$ cat src/rtl/rgfile_param_pkg.sv
// -----------------------------------------------------------------------------
// rgfile_param_pkg
// Shared constants for the parametrised Y86 register file:
//   - default geometry (DATA_W, NREG, ADDR_W)
//   - RNONE, the all-ones "no register" id
//   - Y86 architectural register ids RRAX..RR14
//   - id_valid(): an id names a real register only when it is below NREG
// -----------------------------------------------------------------------------
package rgfile_param_pkg;

    localparam int DEF_DATA_W = 64;
    localparam int DEF_NREG   = 15;
    localparam int DEF_ADDR_W = 4;

    localparam logic [DEF_ADDR_W-1:0] RNONE = 4'hF;

    localparam logic [DEF_ADDR_W-1:0] RRAX = 4'h0;
    localparam logic [DEF_ADDR_W-1:0] RRCX = 4'h1;
    localparam logic [DEF_ADDR_W-1:0] RRDX = 4'h2;
    localparam logic [DEF_ADDR_W-1:0] RRBX = 4'h3;
    localparam logic [DEF_ADDR_W-1:0] RRSP = 4'h4;
    localparam logic [DEF_ADDR_W-1:0] RRBP = 4'h5;
    localparam logic [DEF_ADDR_W-1:0] RRSI = 4'h6;
    localparam logic [DEF_ADDR_W-1:0] RRDI = 4'h7;
    localparam logic [DEF_ADDR_W-1:0] RR8  = 4'h8;
    localparam logic [DEF_ADDR_W-1:0] RR9  = 4'h9;
    localparam logic [DEF_ADDR_W-1:0] RR10 = 4'hA;
    localparam logic [DEF_ADDR_W-1:0] RR11 = 4'hB;
    localparam logic [DEF_ADDR_W-1:0] RR12 = 4'hC;
    localparam logic [DEF_ADDR_W-1:0] RR13 = 4'hD;
    localparam logic [DEF_ADDR_W-1:0] RR14 = 4'hE;

    // Ids at or above the register count (including RNONE) are "none".
    function automatic logic id_valid(input logic [31:0] id, input logic [31:0] nreg);
        return id < nreg;
    endfunction

endpackage

$ cat src/rtl/rgfile_param_if.sv
// -----------------------------------------------------------------------------
// rgfile_param_if
// Bundle between the W/D pipeline stages and the register file.
//   master (pipeline side): drives writeback ids/data, read ids, reservations;
//                           receives read data, busy flags, sb_err_o, regs_o.
//   slave  (register file): the mirror image.
// -----------------------------------------------------------------------------
interface rgfile_param_if
    import rgfile_param_pkg::*;
#(
    parameter int DATA_W = DEF_DATA_W,
    parameter int NREG   = DEF_NREG,
    parameter int ADDR_W = DEF_ADDR_W
);
    logic [ADDR_W-1:0]      W_dstE_i;
    logic [DATA_W-1:0]      W_valE_i;
    logic [ADDR_W-1:0]      W_dstM_i;
    logic [DATA_W-1:0]      W_valM_i;
    logic [ADDR_W-1:0]      d_srcA_i;
    logic [ADDR_W-1:0]      d_srcB_i;
    logic [ADDR_W-1:0]      d_resvE_i;
    logic [ADDR_W-1:0]      d_resvM_i;
    logic [DATA_W-1:0]      d_rvalA_o;
    logic [DATA_W-1:0]      d_rvalB_o;
    logic                   d_busyA_o;
    logic                   d_busyB_o;
    logic                   sb_err_o;
    logic [NREG*DATA_W-1:0] regs_o;

    modport master (
        output W_dstE_i, W_valE_i, W_dstM_i, W_valM_i,
        output d_srcA_i, d_srcB_i, d_resvE_i, d_resvM_i,
        input  d_rvalA_o, d_rvalB_o, d_busyA_o, d_busyB_o, sb_err_o, regs_o
    );

    modport slave (
        input  W_dstE_i, W_valE_i, W_dstM_i, W_valM_i,
        input  d_srcA_i, d_srcB_i, d_resvE_i, d_resvM_i,
        output d_rvalA_o, d_rvalB_o, d_busyA_o, d_busyB_o, sb_err_o, regs_o
    );

endinterface

$ cat src/rtl/rgfile_param_sbcnt.sv
// -----------------------------------------------------------------------------
// rgfile_sbcnt
// One pending-write counter of the scoreboard. Saturating up/down counter:
// up to two increments and two decrements may arrive on the same edge.
//   clk, rst   : clock, asynchronous active-low reset
//   inc0, inc1 : reservation requests (each +1)
//   dec0, dec1 : writebacks (each -1)
//   cnt        : current count
//   ovf        : high when this edge's result leaves 0..2^CNT_W-1
//                (over- or underflow); the count saturates instead
// -----------------------------------------------------------------------------
module rgfile_sbcnt #(
    parameter int CNT_W = 2
) (
    input  logic             clk,
    input  logic             rst,
    input  logic             inc0,
    input  logic             inc1,
    input  logic             dec0,
    input  logic             dec1,
    output logic [CNT_W-1:0] cnt,
    output logic             ovf
);
    // Two guard bits: the sum can reach 2^CNT_W+1 before saturation.
    localparam int EXT_W = CNT_W + 2;
    localparam logic [EXT_W-1:0] MAX_EXT = EXT_W'({CNT_W{1'b1}});

    logic [CNT_W-1:0] cnt_reg;
    logic [CNT_W-1:0] cnt_next;
    logic [EXT_W-1:0] up_sum;
    logic [EXT_W-1:0] dn_sum;
    logic [EXT_W-1:0] diff;

    always_comb begin
        up_sum   = {2'b00, cnt_reg} + EXT_W'(inc0) + EXT_W'(inc1);
        dn_sum   = EXT_W'(dec0) + EXT_W'(dec1);
        diff     = up_sum - dn_sum;
        cnt_next = diff[CNT_W-1:0];
        ovf      = 1'b0;
        if (up_sum < dn_sum) begin
            cnt_next = '0;
            ovf      = 1'b1;
        end else if (diff > MAX_EXT) begin
            cnt_next = MAX_EXT[CNT_W-1:0];
            ovf      = 1'b1;
        end
    end

    always_ff @(posedge clk or negedge rst) begin
        if (!rst) begin
            cnt_reg <= '0;
        end else begin
            cnt_reg <= cnt_next;
        end
    end

    assign cnt = cnt_reg;

endmodule

$ cat src/rtl/rgfile_param.sv
// -----------------------------------------------------------------------------
// rgfile_param
// Parametrised Y86 register file between the W and D stages.
//   clk  : clock, rising-edge updates
//   rst  : asynchronous active-low reset; all state and outputs read 0 while low
//   bus  : rgfile_param_if.slave
//          W_dstE/valE, W_dstM/valM : two writeback ports (M wins on same id)
//          d_srcA/B -> d_rvalA/B    : combinational read ports, optional bypass
//          d_resvE/M                : pending-write reservations (scoreboard +1)
//          d_busyA/B                : src still has an unsatisfied pending write
//          sb_err_o                 : sticky scoreboard over/underflow
//          regs_o                   : flat debug view, reg i at [i*DATA_W +: DATA_W]
// -----------------------------------------------------------------------------
module rgfile_param
    import rgfile_param_pkg::*;
#(
    parameter int DATA_W = DEF_DATA_W,
    parameter int NREG   = DEF_NREG,
    parameter int ADDR_W = DEF_ADDR_W,
    parameter int BYPASS = 1,
    parameter int CNT_W  = 2
) (
    input  logic           clk,
    input  logic           rst,
    rgfile_param_if.slave  bus
);
    logic [ADDR_W-1:0]      w_dst_e;
    logic [ADDR_W-1:0]      w_dst_m;
    logic [DATA_W-1:0]      w_val_e;
    logic [DATA_W-1:0]      w_val_m;

    logic [NREG-1:0]        hit_e;
    logic [NREG-1:0]        hit_m;
    logic [NREG-1:0]        resv_e;
    logic [NREG-1:0]        resv_m;
    logic [NREG-1:0]        ovf;

    logic [DATA_W-1:0]      regs_reg [NREG];
    logic [CNT_W-1:0]       cnt      [NREG];
    logic                   sb_err_reg;
    logic [NREG*DATA_W-1:0] regs_flat;

    assign w_dst_e = bus.W_dstE_i;
    assign w_dst_m = bus.W_dstM_i;
    assign w_val_e = bus.W_valE_i;
    assign w_val_m = bus.W_valM_i;

    // Per-register decode, storage and scoreboard counter. An id only matches
    // a generated index below NREG, so "none" ids never hit anything.
    generate
        for (genvar gi = 0; gi < NREG; gi++) begin : g_reg
            localparam logic [ADDR_W-1:0] ID = ADDR_W'(gi);

            assign hit_e[gi]  = (w_dst_e == ID);
            assign hit_m[gi]  = (w_dst_m == ID);
            assign resv_e[gi] = (bus.d_resvE_i == ID);
            assign resv_m[gi] = (bus.d_resvM_i == ID);

            always_ff @(posedge clk or negedge rst) begin
                if (!rst) begin
                    regs_reg[gi] <= '0;
                end else if (hit_m[gi]) begin
                    regs_reg[gi] <= w_val_m;
                end else if (hit_e[gi]) begin
                    regs_reg[gi] <= w_val_e;
                end
            end

            rgfile_sbcnt #(
                .CNT_W (CNT_W)
            ) u_sbcnt (
                .clk  (clk),
                .rst  (rst),
                .inc0 (resv_e[gi]),
                .inc1 (resv_m[gi]),
                .dec0 (hit_e[gi]),
                .dec1 (hit_m[gi]),
                .cnt  (cnt[gi]),
                .ovf  (ovf[gi])
            );
        end
    endgenerate

    always_ff @(posedge clk or negedge rst) begin
        if (!rst) begin
            sb_err_reg <= 1'b0;
        end else if (|ovf) begin
            sb_err_reg <= 1'b1;
        end
    end

    // Read port: M beats E beats stored state when forwarding is enabled.
    function automatic logic [DATA_W-1:0] read_val(input logic [ADDR_W-1:0] src);
        logic [DATA_W-1:0] v;
        v = '0;
        if (id_valid(32'(src), 32'(NREG))) begin
            if ((BYPASS != 0) && (w_dst_m == src)) begin
                v = w_val_m;
            end else if ((BYPASS != 0) && (w_dst_e == src)) begin
                v = w_val_e;
            end else begin
                v = regs_reg[src];
            end
        end
        return v;
    endfunction

    // With forwarding, writebacks landing this cycle already satisfy their
    // share of the pending count, so they are subtracted before the test.
    function automatic logic busy_of(input logic [ADDR_W-1:0] src);
        logic [CNT_W:0] pend;
        logic [CNT_W:0] wb;
        logic           b;
        b = 1'b0;
        if (id_valid(32'(src), 32'(NREG))) begin
            pend = {1'b0, cnt[src]};
            wb   = (CNT_W+1)'(w_dst_e == src) + (CNT_W+1)'(w_dst_m == src);
            if (BYPASS != 0) begin
                b = (pend > wb);
            end else begin
                b = (pend != '0);
            end
        end
        return b;
    endfunction

    always_comb begin
        regs_flat = '0;
        for (int i = 0; i < NREG; i++) begin
            regs_flat[i*DATA_W +: DATA_W] = regs_reg[i];
        end
    end

    // Forwarded W data would otherwise leak through during reset.
    always_comb begin
        bus.d_rvalA_o = '0;
        bus.d_rvalB_o = '0;
        bus.d_busyA_o = 1'b0;
        bus.d_busyB_o = 1'b0;
        if (rst) begin
            bus.d_rvalA_o = read_val(bus.d_srcA_i);
            bus.d_rvalB_o = read_val(bus.d_srcB_i);
            bus.d_busyA_o = busy_of(bus.d_srcA_i);
            bus.d_busyB_o = busy_of(bus.d_srcB_i);
        end
    end

    assign bus.sb_err_o = sb_err_reg;
    assign bus.regs_o   = regs_flat;

endmodule

$ cat src/flat_wrapper.sv
// flat-port wrapper written by rule: the top's interface ports become plain ports
module rgfile_param_flat import rgfile_param_pkg::*;
#(
    parameter int DATA_W = DEF_DATA_W,
    parameter int NREG   = DEF_NREG,
    parameter int ADDR_W = DEF_ADDR_W,
    parameter int BYPASS = 1,
    parameter int CNT_W  = 2
)
  (clk, rst, bus_W_dstE_i, bus_W_valE_i, bus_W_dstM_i, bus_W_valM_i, bus_d_srcA_i, bus_d_srcB_i, bus_d_resvE_i, bus_d_resvM_i, bus_d_rvalA_o, bus_d_rvalB_o, bus_d_busyA_o, bus_d_busyB_o, bus_sb_err_o, bus_regs_o);
  rgfile_param_if #(.DATA_W(DATA_W), .NREG(NREG), .ADDR_W(ADDR_W)) bus_i ();
  input  logic clk;
  input  logic rst;
  input wire logic [$bits(bus_i.W_dstE_i)-1:0] bus_W_dstE_i;
  input wire logic [$bits(bus_i.W_valE_i)-1:0] bus_W_valE_i;
  input wire logic [$bits(bus_i.W_dstM_i)-1:0] bus_W_dstM_i;
  input wire logic [$bits(bus_i.W_valM_i)-1:0] bus_W_valM_i;
  input wire logic [$bits(bus_i.d_srcA_i)-1:0] bus_d_srcA_i;
  input wire logic [$bits(bus_i.d_srcB_i)-1:0] bus_d_srcB_i;
  input wire logic [$bits(bus_i.d_resvE_i)-1:0] bus_d_resvE_i;
  input wire logic [$bits(bus_i.d_resvM_i)-1:0] bus_d_resvM_i;
  output wire logic [$bits(bus_i.d_rvalA_o)-1:0] bus_d_rvalA_o;
  output wire logic [$bits(bus_i.d_rvalB_o)-1:0] bus_d_rvalB_o;
  output wire logic [$bits(bus_i.d_busyA_o)-1:0] bus_d_busyA_o;
  output wire logic [$bits(bus_i.d_busyB_o)-1:0] bus_d_busyB_o;
  output wire logic [$bits(bus_i.sb_err_o)-1:0] bus_sb_err_o;
  output wire logic [$bits(bus_i.regs_o)-1:0] bus_regs_o;
  assign bus_i.W_dstE_i = bus_W_dstE_i;
  assign bus_i.W_valE_i = bus_W_valE_i;
  assign bus_i.W_dstM_i = bus_W_dstM_i;
  assign bus_i.W_valM_i = bus_W_valM_i;
  assign bus_i.d_srcA_i = bus_d_srcA_i;
  assign bus_i.d_srcB_i = bus_d_srcB_i;
  assign bus_i.d_resvE_i = bus_d_resvE_i;
  assign bus_i.d_resvM_i = bus_d_resvM_i;
  assign bus_d_rvalA_o = bus_i.d_rvalA_o;
  assign bus_d_rvalB_o = bus_i.d_rvalB_o;
  assign bus_d_busyA_o = bus_i.d_busyA_o;
  assign bus_d_busyB_o = bus_i.d_busyB_o;
  assign bus_sb_err_o = bus_i.sb_err_o;
  assign bus_regs_o = bus_i.regs_o;
  rgfile_param #(.DATA_W(DATA_W), .NREG(NREG), .ADDR_W(ADDR_W), .BYPASS(BYPASS), .CNT_W(CNT_W)) u_core (.clk(clk), .rst(rst), .bus(bus_i));
endmodule
$ cat config.mk
export PLATFORM = sky130hd
export DESIGN_NAME = rgfile_param_flat
export DESIGN_NICKNAME = d
export VERILOG_FILES = /design/src/rtl/rgfile_param_pkg.sv /design/src/rtl/rgfile_param_if.sv /design/src/rtl/rgfile_param_sbcnt.sv /design/src/rtl/rgfile_param.sv /design/src/flat_wrapper.sv
export SDC_FILE = /design/constraint.sdc
export NUM_CORES = 2
export LEC_CHECK = 0
export CAP_MARGIN = 15
export CORE_AREA = 3 3 487 489
export CTS_BUF_LIST = sky130_fd_sc_hd__clkbuf_2 sky130_fd_sc_hd__clkbuf_4 sky130_fd_sc_hd__clkbuf_8
export DETAILED_ROUTE_END_ITERATION = 16
export DIE_AREA = 0 0 490 492
export GPL_TIMING_DRIVEN = 0
export PLACE_DENSITY = 0.53
export SETUP_SLACK_MARGIN = 0.2
export SYNTH_ARGS = -nofsm -noshare
export SYNTH_HDL_FRONTEND = slang
export SYNTH_SLANG_ARGS = --single-unit
$ cat constraint.sdc
create_clock -name clk -period 3.64 [get_ports clk]
set_input_delay 0.728 -clock clk [delete_from_list [all_inputs] [get_ports clk]]
set_output_delay 0.728 -clock clk [all_outputs]
set_load 0.01 [all_outputs]
# Word level (Yosys, flattened, before mapping)
# Index checks and enable logic that the tools add are counted.
# W data, S select, Z words.
[totals] register_bits=991 inputBits=154 out_inout_bits=1091 word_cells=325
[op_classes] addsub=62 order_cmp=36 n_eq_ne=60 muxes=114 bitwise_logic=2 n_reduce_logical=20
[op_table] operator="$mux W64" n=42
[op_table] operator="$bmux W64 S4" n=2
[op_table] operator="$eq A4 B4 Y1 const B" n=28
[op_table] operator="$mux W2" n=34
[op_table] operator="$eq A4 B3 Y1 const B" n=16
[op_table] operator="$add A4 B1 Y4" n=15
[op_table] operator="$gt A4 B2 Y1 const B" n=15
[op_table] operator="$lt A4 B2 Y1" n=15
[op_table] operator="$sub A4 B2 Y4" n=15
[op_table] operator="$add A2 B1 Y3" n=15
[op_table] operator="$add A1 B1 Y2" n=17
[op_table] operator="$mux W1" n=34
[op_table] operator="$eq A4 B2 Y1 const B" n=8
[op_table] operator="$reduce_bool A2 Y1" n=15
[op_table] operator="$bmux W2 S4" n=2
[op_table] operator="$eq A4 B1 Y1 const B" n=4
[op_table] operator="$eq A4 B4 Y1" n=4
[op_table] operator="$logic_not A4 Y1" n=4
[op_table] operator="$reduce_or A15 Y1" n=1
[op_table] operator="$ge A5 B5 Y1 const B" n=2
[op_table] operator="$not A4 Y5" n=2
[op_table] operator="$lt A4 B4 Y1 const B" n=2
[op_table] operator="$gt A2 B3 Y1" n=2

# Depth between registers and ports, before layout
[logic_depth] depth_word=8 depth_mapped=15 ltp_nobuf=14

# By module
# Synthesis repeated with hierarchy kept, for this count alone.
[unflattened] hier_cells=7084 hier_area_um2=68593.3
[modules_own_cells] module="rgfile_param" instances=1 cells_each=6754 area_each_um2=64896.0 seq_area_each_um2=24048.1
[modules_own_cells] module="rgfile_sbcnt" instances=15 cells_each=22 area_each_um2=246.5 seq_area_each_um2=50.0

# Worst setup path before layout
# OpenSTA, ideal clock, no wires.
[synth_timing] path_type="input -> register" startpoint="in bus_W_dstM_i[1]" endpoint="reg u_core.sb_err_reg (netlist: u_core.bus.sb_err_o)" setup_ns=0.138 t_arrival_ns=3.706 required_ns=3.502 setup_slack_ns=-0.204 cell_stages=13 n_path_buf=3 path_cell_list="buf_2 nand2b_1 nor2_1 buf_2 buf_2 ha_1 ha_1 fa_1 nand2b_1 o32ai_1 o2111a_1 nand4_1 or4_1"
[synth_between] elab_chain_cells=7 elab_cells_between_ends=106 cone_classes="add/sub (30); order compare (30); eq/ne (14); mux (30); reduce/logical (2)"
[synth_lines] element="start: declaration" line="flat_wrapper.sv:16" source="input wire logic [$bits(bus_i.W_dstM_i)-1:0] bus_W_dstM_i;"
[synth_lines] element="$eq A4 B4 Y1, or another cell as far along" line="rgfile_param.sv:55" source="assign hit_m[gi] = (w_dst_m == ID);"
[synth_lines] element="$add A1 B1 Y2" line="rgfile_param_sbcnt.sv:36" source="dn_sum = EXT_W'(dec0) + EXT_W'(dec1);"
[synth_lines] element="$sub A4 B2 Y4" line="rgfile_param_sbcnt.sv:37" source="diff = up_sum - dn_sum;"
[synth_lines] element="$gt A4 B2 Y1" line="rgfile_param_sbcnt.sv:43" source="end else if (diff > MAX_EXT) begin"
[synth_lines] element="$mux W1" line="rgfile_param_sbcnt.sv:43"
[synth_lines] element="$mux W1" line="rgfile_param_sbcnt.sv:40" source="if (up_sum < dn_sum) begin"
[synth_lines] element="$reduce_or A15 Y1 *" line="rgfile_param.sv:87" source="end else if (|ovf) begin"
[synth_lines] element="end signal: assignment" line="rgfile_param.sv:86" source="sb_err_reg <= 1'b0;"
[synth_lines] element="end signal: assignment" line="rgfile_param.sv:88" source="sb_err_reg <= 1'b1;"
[synth_lines] element="end: declaration" line="rgfile_param.sv:40" source="logic sb_err_reg;"
# Mark *: on every way between the ends. The rest lies on a longest branch, timed or not.
# A chain may end at the register's enable or synchronous reset.

# Final worst setup path
[layout_timing] startpoint="in bus_d_srcB_i[1]" endpoint="out bus_d_busyB_o"
[layout_between] elab_chain_cells=7 elab_cells_between_ends=11 cone_classes="add/sub (1); order compare (2); eq/ne (2); mux (5); bitwise (1)"
[layout_lines] element="start: declaration" line="flat_wrapper.sv:19" source="input wire logic [$bits(bus_i.d_srcB_i)-1:0] bus_d_srcB_i;"
[layout_lines] element="$not A4 Y5 (implied by the code)" line="rgfile_param.sv:116" source="pend = {1'b0, cnt[src]};"
[layout_lines] element="$bmux W2 S4" line="rgfile_param.sv:116"
[layout_lines] element="$mux W2 (implied by the code) (2 in a row)" line="rgfile_param.sv:116"
[layout_lines] element="$gt A2 B3 Y1" line="rgfile_param.sv:119" source="b = (pend > wb);"
[layout_lines] element="$mux W1 *" line="rgfile_param.sv:115" source="if (id_valid(32'(src), 32'(NREG))) begin"
[layout_lines] element="$mux W1 *" line="rgfile_param.sv:140" source="if (rst) begin"
[layout_lines] element="end: declaration" line="flat_wrapper.sv:25" source="output wire logic [$bits(bus_i.d_busyB_o)-1:0] bus_d_busyB_o;"
# Mark *: on every way between the ends. The rest lies on a longest branch, timed or not. The select of a mux whose other input is x is not followed.

==> out/metrics.cfg <==
[logic_synthesis]
synth_top_area_share_pct = 37.2
seq_area_frac_synth_pct = 37.2
ys_seq_elements = 991
synth_cell_types = 45
yosysWarningCount = 0
synth_enable_flop_cells = 0
synthArstFlopShare_pct = 100
synth_area_per_cell_um2 = 9.97
synth.net_count = 6987
netlist_area_um2 = 66700
synth.largest_area_cell = dfrtp_1
ys.flop_type = dfrtp_1
synth.area.top_cells = dfrtp_1 37%, mux2i_1 16%, mux4_2 13%
synthCells = 6692

[critical_path]
reg2regPathDepth = 12
worstSetupStartpointType = input port
cp_data_required_time_ns = 2.91
critical_path_class = input port to output port
arrival_ns = 3.39
crit_fanout = 10
reg2reg_slack_ns = 0.03
r2r-end = u_core.bus.sb_err_o$_DFFE_PN0P_
crit_path_end_kind = output port
r2r-start = u_core.g_reg[8].u_sbcnt.cnt[0]$_DFF_PN0_

[floorplanning]
pin_count = 1245
start_util_pct = 28.7
core_area_um2 = 233000
die_w_um = 490
dieHeight_um = 492
dieArea_um2 = 241000
rows = 177

[clock_tree]
cts_sinks = 991
cts_htree_levels = 4
cts_tree = built
clockRootBuffer = clkbuf_8
cts.path.max_buffers = 3
numCtsBuffers = 196
clk_latency_ns = 1.01
path_clk_slew_ns = 0.06

[placement]
placed_area_um2 = 82500
hpwl_um = 361000
port_buffers = 1100
place_congestion = 0.997

[route]
num_vias = 71200
detail_route.wl_per_cell_um = 40.9
drtPass1Iterations = 8
wl_um = 483000
drt_iter0_markers = 9790
drcViolationCount = 0
viasPerCell = 6.04
ant_nets = 0

[global_routing]
grtUsageTotal_pct = 38.4
grt-ovfl-total = 0
grt_start_max_net_pins = 165
grt_pass1_wl_um = 636000
grt_pass1_vias = 69300
antenna_found_initial = 71

[final_layout]
layout-drive-gt1-share_pct = 26.2
nets = 8769
area_growth_pct = 42.8
layout_common_cells = 1094 x mux2i_1, 987 x nand2_1, 960 x clkdlybuf4s50_1
fin_area_um2 = 95300
layout_commonest_cell = mux2i_1
largest_reg_flops = 960

[pwr]
finalPower_mw = 51.4
p_leak_nw = 40.3
vdd_drop_max_mv = 0.268
p_per_area_nw_per_um2 = 540

[timing]
timing.fmax_ghz = 0.243
layout_min_cycle_time_ns = 4.12
skew_ns = 0.0386
rsz0062_at_grt = true
setup_viol_count_final = 118
timing.slew.headroom_pct = 7.64
finalWorstSetupSlack_ns = -0.477
timing.final.crit_share_pct = 113
hold_violations = 0
worst_pin_slew_ns = 1.39
drv_slew = 0

[hold_path]
min_to = u_core.bus.regs_o[330]$_DFFE_PN0P_
min_path_cells = 3
min_path_type = input port to flop
min_from = bus_W_valM_i[10]

[status]
violations = setup timing
status = finished, violations left

[job]
max_cap_violations = 0

-- synthesized netlist by cell type, types with 2 or more instances --
cell type	instances
a211oi_1	2
a21oi_1	142
a221oi_1	122
a221oi_2	6
a22o_1	129
a22oi_1	28
a311oi_1	3
and2_1	3
and2b_1	2
buf_1	16
buf_2	186
buf_4	13
buf_6	32
clkbuf_1	594
dfrtp_1	991
fa_1	30
ha_1	111
inv_1	139
inv_2	2
mux2i_1	1094
mux4_2	400
nand2_1	989
nand2b_1	28
nand3_1	24
nand3b_1	2
nand4_1	4
nor2_1	163
nor2b_1	16
nor3_1	21
nor4_1	4
o21ai_0	812
o21ai_1	412
o21ba_2	3
o22ai_1	7
o2bb2ai_1	128
o32ai_1	3
xnor2_1	16
xor2_1	8
-- layer usage --
metal / share of wire [%] / wire length, µm / vias up / GRT usage [%]
met5: 0.054 / 263 / - / 0.417
met4: 8.8 / 42400 / 24 / 27.4
met3: 12 / 59700 / 1339 / 14.5
met2: 43 / 207000 / 5613 / 57.7
met1: 36 / 173000 / 36300 / 45.0
li1: - / - / 28000 / -
-- critical path, cell delays in order --
cell and delay [ns]:
buf_6 0.19, buf_16 0.21, buf_16 0.20, buf_6 0.23
mux4_2 0.37, mux4_2 0.51, ha_4 0.31, a21oi_2 0.06
a211oi_4 0.28, buf_2 0.20
-- report_power, final --
part           leakage, nW  switching (mW)  total (mW)  internal (mW)
Combinational         25.7            11.2        21.1           9.89
Clock                 2.38            5.91        13.4           7.48
Sequential            12.2            3.59        17.0           13.4
-- worst max-delay path by stage --
stage | slack (ns) | start | cells after the start | to
4_1_cts | -0.51 | u_core.g_reg[11].u_sbcnt.cnt[1]$_DFF_PN0_ | 6 | bus_d_busyB_o
3_5_place_dp | -2.51 | bus_d_srcA_i[1] | 10 | bus_d_rvalA_o[48]
2_1_floorplan | 0.05 | bus_d_resvE_i[2] | 14 | u_core.bus.sb_err_o$_DFFE_PN0P_
5_1_grt | -0.51 | u_core.g_reg[11].u_sbcnt.cnt[1]$_DFF_PN0_ | 6 | bus_d_busyA_o
6_report | -0.48 | bus_d_srcB_i[1] | 10 | bus_d_busyB_o
3_3_place_gp | -47.94 | rst | 1 | u_core.bus.regs_o[178]$_DFFE_PN0P_
-- repair_timing --
action	CTS	global route
setup endpoints to repair	432	257
setup buffers	337	86
hold buffers	14	0
gates resized for setup	1550	256
hold endpoints to repair	126	0
gates cloned	11	11
pin swaps	212	115
-- logic make-up (layout without fill, tap and decap cells) --
group	count (synthesis)	count (layout)	synth area share [%]
compound gates	1801	1801	15.9
xor+xnor	24	24	0.315
fa+ha+maj	141	141	2.98
buf+inv	982	2926	6.30
flops	991	991	37.2
mux	1494	1494	29.9
other cells	0	31	0
simple gates	1259	1259	7.41
-- area by class of cell --
cell class,instances,area (µm²)
plain buffers,837,5330
multi-input cells,4719,39900
repair buffers,1588,16100
inverters,141,529
diodes,31,77.6
well taps,3132,3920
clock buffers,322,4060
flip-flops and latches,991,24900
fillers,22900,137000
clock inverters,38,424
-- through the flow --
step / setup WS, ns / hold slack [ns] / utilization [%] / std cells / setup TNS, ns
after floorplan: 0.0466 / 0.432 / - / 6692 / 0
after global placement: -47.94 / 0.506 / 35.2 / 10900 / -
after detailed placement: -2.51 / 0.516 / 35.4 / 11000 / -858.22
after CTS: -0.512 / 0.0638 / 40.1 / 11700 / -8.75
after global routing: -0.514 / 0.140 / 40.9 / 11800 / -21.77
final: -0.477 / 0.191 / 40.9 / 11800 / -18.89
(Power assumes the default switching activity.)
